`src/rtl/mbox_store_buf.sv`:
```
// mbox_store_buf: posted-write buffer between the EBOX datapath and the MBOX
// memory port. Stores are queued in a circular array and drained to memory in
// order over a req/ack handshake. Loads that hit a pending store see the youngest
// matching word. A flush request blocks new stores until the buffer is empty.
//
// Optional build macro: KL10_STOREBUF_PARITY_EN
//   defined   - each entry keeps an odd-parity bit computed at push time, and
//               memParity reports the head entry's bit.
//   undefined - no parity storage; memParity is tied to 0.
module mbox_store_buf #(
    parameter int unsigned DEPTH = 4
) (
    input  logic                     eboxClk,
    input  logic                     eboxReset,
    input  logic                     storeReq,
    input  logic [13:35]             storeAdr,
    input  logic [0:35]              storeData,
    output logic                     storeReady,
    output logic                     memReq,
    output logic [13:35]             memAdr,
    output logic [0:35]              memData,
    output logic                     memParity,
    input  logic                     memAck,
    input  logic [13:35]             loadAdr,
    output logic                     loadHit,
    output logic [0:35]              loadData,
    input  logic                     flushReq,
    output logic                     flushDone,
    output logic [$clog2(DEPTH):0]   bufCount
);

    localparam int unsigned PW = $clog2(DEPTH);

    typedef logic [PW-1:0] ptr_t;
    typedef logic [PW:0]   cnt_t;
    typedef enum logic {StIdle, StFlush} state_e;

    localparam cnt_t FULL = cnt_t'(DEPTH);

    logic [13:35] adr_mem  [DEPTH];
    logic [0:35]  data_mem [DEPTH];

    ptr_t   wp_q, rp_q;
    cnt_t   count_q, count_d;
    state_e state_q;
    logic   done_q;
    logic   push, pop;
    ptr_t   idx;

    assign storeReady = (count_q != FULL) && (state_q == StIdle);
    assign memReq     = (count_q != '0);
    assign push       = storeReq && storeReady;
    assign pop        = memAck && memReq;
    assign bufCount   = count_q;
    assign flushDone  = done_q;

    // Head entry; outputs read as zero while the buffer is empty so stale
    // entries left behind by reset never reach the memory port.
    assign memAdr  = memReq ? adr_mem[rp_q]  : '0;
    assign memData = memReq ? data_mem[rp_q] : '0;

    // Occupancy after this edge: push and pop together leave it unchanged.
    always_comb begin
        count_d = count_q;
        case ({push, pop})
            2'b10:   count_d = count_q + cnt_t'(1);
            2'b01:   count_d = count_q - cnt_t'(1);
            default: count_d = count_q;
        endcase
    end

    // Pointer and occupancy registers.
    always_ff @(posedge eboxClk) begin
        if (eboxReset) begin
            wp_q    <= '0;
            rp_q    <= '0;
            count_q <= '0;
        end else begin
            if (push) wp_q <= wp_q + ptr_t'(1);
            if (pop)  rp_q <= rp_q + ptr_t'(1);
            count_q <= count_d;
        end
    end

    // Entry storage; not reset, entries are unreachable once the buffer is empty.
    always_ff @(posedge eboxClk) begin
        if (push) begin
            adr_mem[wp_q]  <= storeAdr;
            data_mem[wp_q] <= storeData;
        end
    end

`ifdef KL10_STOREBUF_PARITY_EN
    logic par_mem [DEPTH];

    // Odd parity captured alongside each entry at push time.
    always_ff @(posedge eboxClk) begin
        if (push) par_mem[wp_q] <= ~^storeData;
    end

    assign memParity = memReq & par_mem[rp_q];
`else
    assign memParity = 1'b0;
`endif

    // Flush sequencer: leave FLUSH, pulsing done, once the buffer is empty.
    always_ff @(posedge eboxClk) begin
        if (eboxReset) begin
            state_q <= StIdle;
            done_q  <= 1'b0;
        end else begin
            done_q <= 1'b0;
            case (state_q)
                StIdle: begin
                    if (flushReq) state_q <= StFlush;
                end
                StFlush: begin
                    if (count_d == '0) begin
                        done_q  <= 1'b1;
                        state_q <= StIdle;
                    end
                end
                default: state_q <= StIdle;
            endcase
        end
    end

    // Load forwarding: walk oldest to youngest so the youngest match wins.
    // Uses the pre-edge occupancy, so an entry popped this cycle still hits and
    // one pushed this cycle does not.
    always_comb begin
        loadHit  = 1'b0;
        loadData = '0;
        idx      = rp_q;
        for (int unsigned i = 0; i < DEPTH; i++) begin
            idx = rp_q + ptr_t'(i);
            if ((cnt_t'(i) < count_q) && (adr_mem[idx] == loadAdr)) begin
                loadHit  = 1'b1;
                loadData = data_mem[idx];
            end
        end
    end

endmodule

```
`config.mk`:
```
export PLATFORM = sky130hd
export DESIGN_NAME = mbox_store_buf
export DESIGN_NICKNAME = d
export VERILOG_FILES = /design/src/rtl/mbox_store_buf.sv
export SDC_FILE = /design/constraint.sdc
export NUM_CORES = 1
export LEC_CHECK = 0
export CORE_MARGIN = 1.5
export CORE_UTILIZATION = 60
export CTS_CLUSTER_SIZE = 24
export DETAILED_ROUTE_END_ITERATION = 10
export MAX_ROUTING_LAYER = met4
export PLACE_DENSITY = 0.85
export SLEW_MARGIN = 20
export SYNTH_ARGS = -nofsm -noshare
export SYNTH_HDL_FRONTEND = slang
export SYNTH_SLANG_ARGS = --single-unit
```
`constraint.sdc`:
```
create_clock -name eboxClk -period 14.86 [get_ports eboxClk]
set_clock_uncertainty 0.15 [all_clocks]
set_input_delay 4.458 -clock eboxClk [delete_from_list [all_inputs] [get_ports eboxClk]]
set_output_delay 4.458 -clock eboxClk [all_outputs]
set_load 0.02 [all_outputs]
```
==> impl_metrics.yaml <==
clock_tree:
  numCtsBuffers: 27
  cts_root_buf: "clkbuf_16"
  clockBufferDepth: 3
  clock-sinks: 247
  clk_latency_ps: 550
  clk_pin_slew_ps: 60
  postCtsSetupRepairBufs: 0
  tritoncts: "yes"
  hold_buffers: 0
  ctsResizeCount: 0
  h-tree-depth: 1
floorplan:
  die_w_um: 169
  io_pins: 190
  initial_core_util: 0.613
  core_um2: 27000
  die-area_um2: 28600
  rows: 60
  fp.dieH_um: 169
detailed_routing:
  viasPerCell: 7.13
  drtIter0Drc: 1528
  ant_nets: 0
  drc: 0
  wire_per_inst_um: 25.9
  wirelength_mm: 46.2
  vias: 12698
  dr.pass1.iters: 6
sta:
  min_period_ps: 13140
  finalSetupViolations: 0
  finalSetupTns_ps: 0
  fmax_ghz: 0.0761
  fin_crit_sh: 0.885
  fin_ws_ps: 1720
  drv_slew: 0
  tightest_slew_ps: 1140
  relSlewSlack: 0.240
  whs_ps: 364
  rsz0062_at_grt: "false"
  finalHoldViolations: 0
global_route:
  grt_pass1_vias: 12813
  grt_pass1_wl_mm: 71.5
  grt.busiest_layer: "met2"
  grt_usage: 0.335
  grt_remaining_overflow: 0
  grt_antenna_before_repair: 1
  grt_util_met2: 0.539
  grt_util_met3: 0.0513
  use_met1: 0.421
  grt_max_degree: 121
place:
  hpwlAfterDp_mm: 29.0
  dp_cells: 1731
  dp_slack_ps: 1830
  place_congestion: 0.980
  portBuffers: 188
  place_area_um2: 18400
yosys:
  synth_seq_area_share: 0.441
  yosysTopAreaCellShare: 0.428
  yosys_warnings: 0
  avgSynthCellArea_um2: 12.7
  syn-cell-area_um2: 16600
  synthCells: 1309
  ys_ff_latch: 247
  synth_most_common_cell: "edfxtp_1"
  yosys_most_used_dff: "edfxtp_1"
  syn-num-nets: 1406
  async_flop_share: 0
  synth_edf_count: 236
  ys_types: 60
  synth_common_cells: "edfxtp_1, mux4_2, nor2_1"
  synth_top_area_cell: "edfxtp_1"
  synth.area.top_cells: "edfxtp_1, mux4_2, mux2i_1"
power:
  intPower_mw: 1.41
  combPwrFrac: 0.210
  power_frac_seq: 0.437
  power_density_nw_per_um2: 99.9
  power_mw: 1.93
  power_leakage_nw: 5.85
  p_sw_mw: 0.525
  switching_share: 0.272
  ir_drop_uv: 121
  clkPwrFrac: 0.353
setup_path:
  startpoint_type: "primary input"
  cp.required_ps: 10250
  critical_path.max_fanout: 37
  arrival_ps: 8540
  endpoint_kind: "primary output"
  crit_type: "in -> out"
cells_and_area:
  utilization: 0.715
  final_cell_area_um2: 19300
  fillers: 1835
  finalNonFillerCells: 1781
  area_growth_syn_to_layout_pct: 16.6
  drive_gt1_frac: 0.175
  nNetsFinal: 1516
hold_path:
  hp-class: "reg -> reg"
run:
  cap_violations: 0
outcome:
  status: "complete, no violations"
[placed cells by master, fill, tap and decap left out, types with 18 or more instances in the layout]
cell type	count
edfxtp_1	236
mux2i_1	101
mux4_2	134
a21oi_1	86
nand2_1	18
inv_1	21
o2111ai_1	38
clkbuf_16	27
and2_1	52
nor2_1	129
a311oi_1	36
clkdlybuf4s50_1	188
or3_1	37
mux2_2	45
nor3_1	40
xnor2_1	66
buf_4	19
[flip-flops by register name, summed over array words and instances (netlist names), named ones only]
signal     count
adr_mem       92
bufCount       3
data_mem     144
flushDone      1
rp_q           2
state_q        1
wp_q           2
[power by group through the flow]
stage          Combinational, mW  Sequential [mW]  Clock, mW
2_1_floorplan              0.283            0.836          0
3_3_place_gp               0.394            0.853          0
3_5_place_dp               0.399            0.857          0
4_1_cts                    0.402            0.843      0.689
5_1_grt                    0.430            0.848      0.712
6_report                   0.405            0.844      0.681
[cell type report]
cell class	count	area, µm²	share of cell area
Sequential cell	247	7320	0.379
Multi-Input combinational cell	913	8570	0.443
Antenna cell	1	2.50	0.000129
Inverter	22	82.6	0.00427
Tap cell	341	427	0.0221
Clock inverter	14	185	0.00958
Clock buffer	35	706	0.0365
Timing Repair Buffer	208	2040	0.105
[layer usage]
| metal | share of wire | vias to the layer above |
|---|---|---|
| li1 | - | 5439 |
| met1 | 0.36 | 6175 |
| met2 | 0.48 | 909 |
| met3 | 0.11 | 175 |
| met4 | 0.048 | 0 |
| met5 | 0 | - |
[worst paths after layout]
kind | from | end | slack, ps | cells past startpoint
setup / recovery | loadAdr[27] | loadData[18] | 1720 | 11
hold / removal | state_q | state_q | 360 | 2
setup reg to reg | bufCount[0] | flushDone | 11550 | 12
hold reg to reg | state_q | state_q | 360 | 2
[cells by family (layout without fill, tap and decap cells)]
kind of cell	after synthesis	count (layout)	synth area share
AO/OA/AOI/OAI	220	220	0.0946
XOR/XNOR	79	79	0.0417
adder cells (fa/ha/maj)	10	10	0.00755
buffers and inverters	149	279	0.0439
flip-flops	247	247	0.441
multiplexers	282	282	0.275
other	1	2	0.000226
AND/OR/NAND/NOR	321	321	0.0961
[critical path: stages]
cell and delay [ps]:
clkdlybuf4s50_1 700, inv_1 160, o2bb2ai_1 160, a221o_1 270
a2111oi_2 500, o2111ai_4 180, buf_4 330, and2_1 280
buf_4 290, a311oi_1 450, clkdlybuf4s50_1 710
Power figures use the tool's default switching activity.
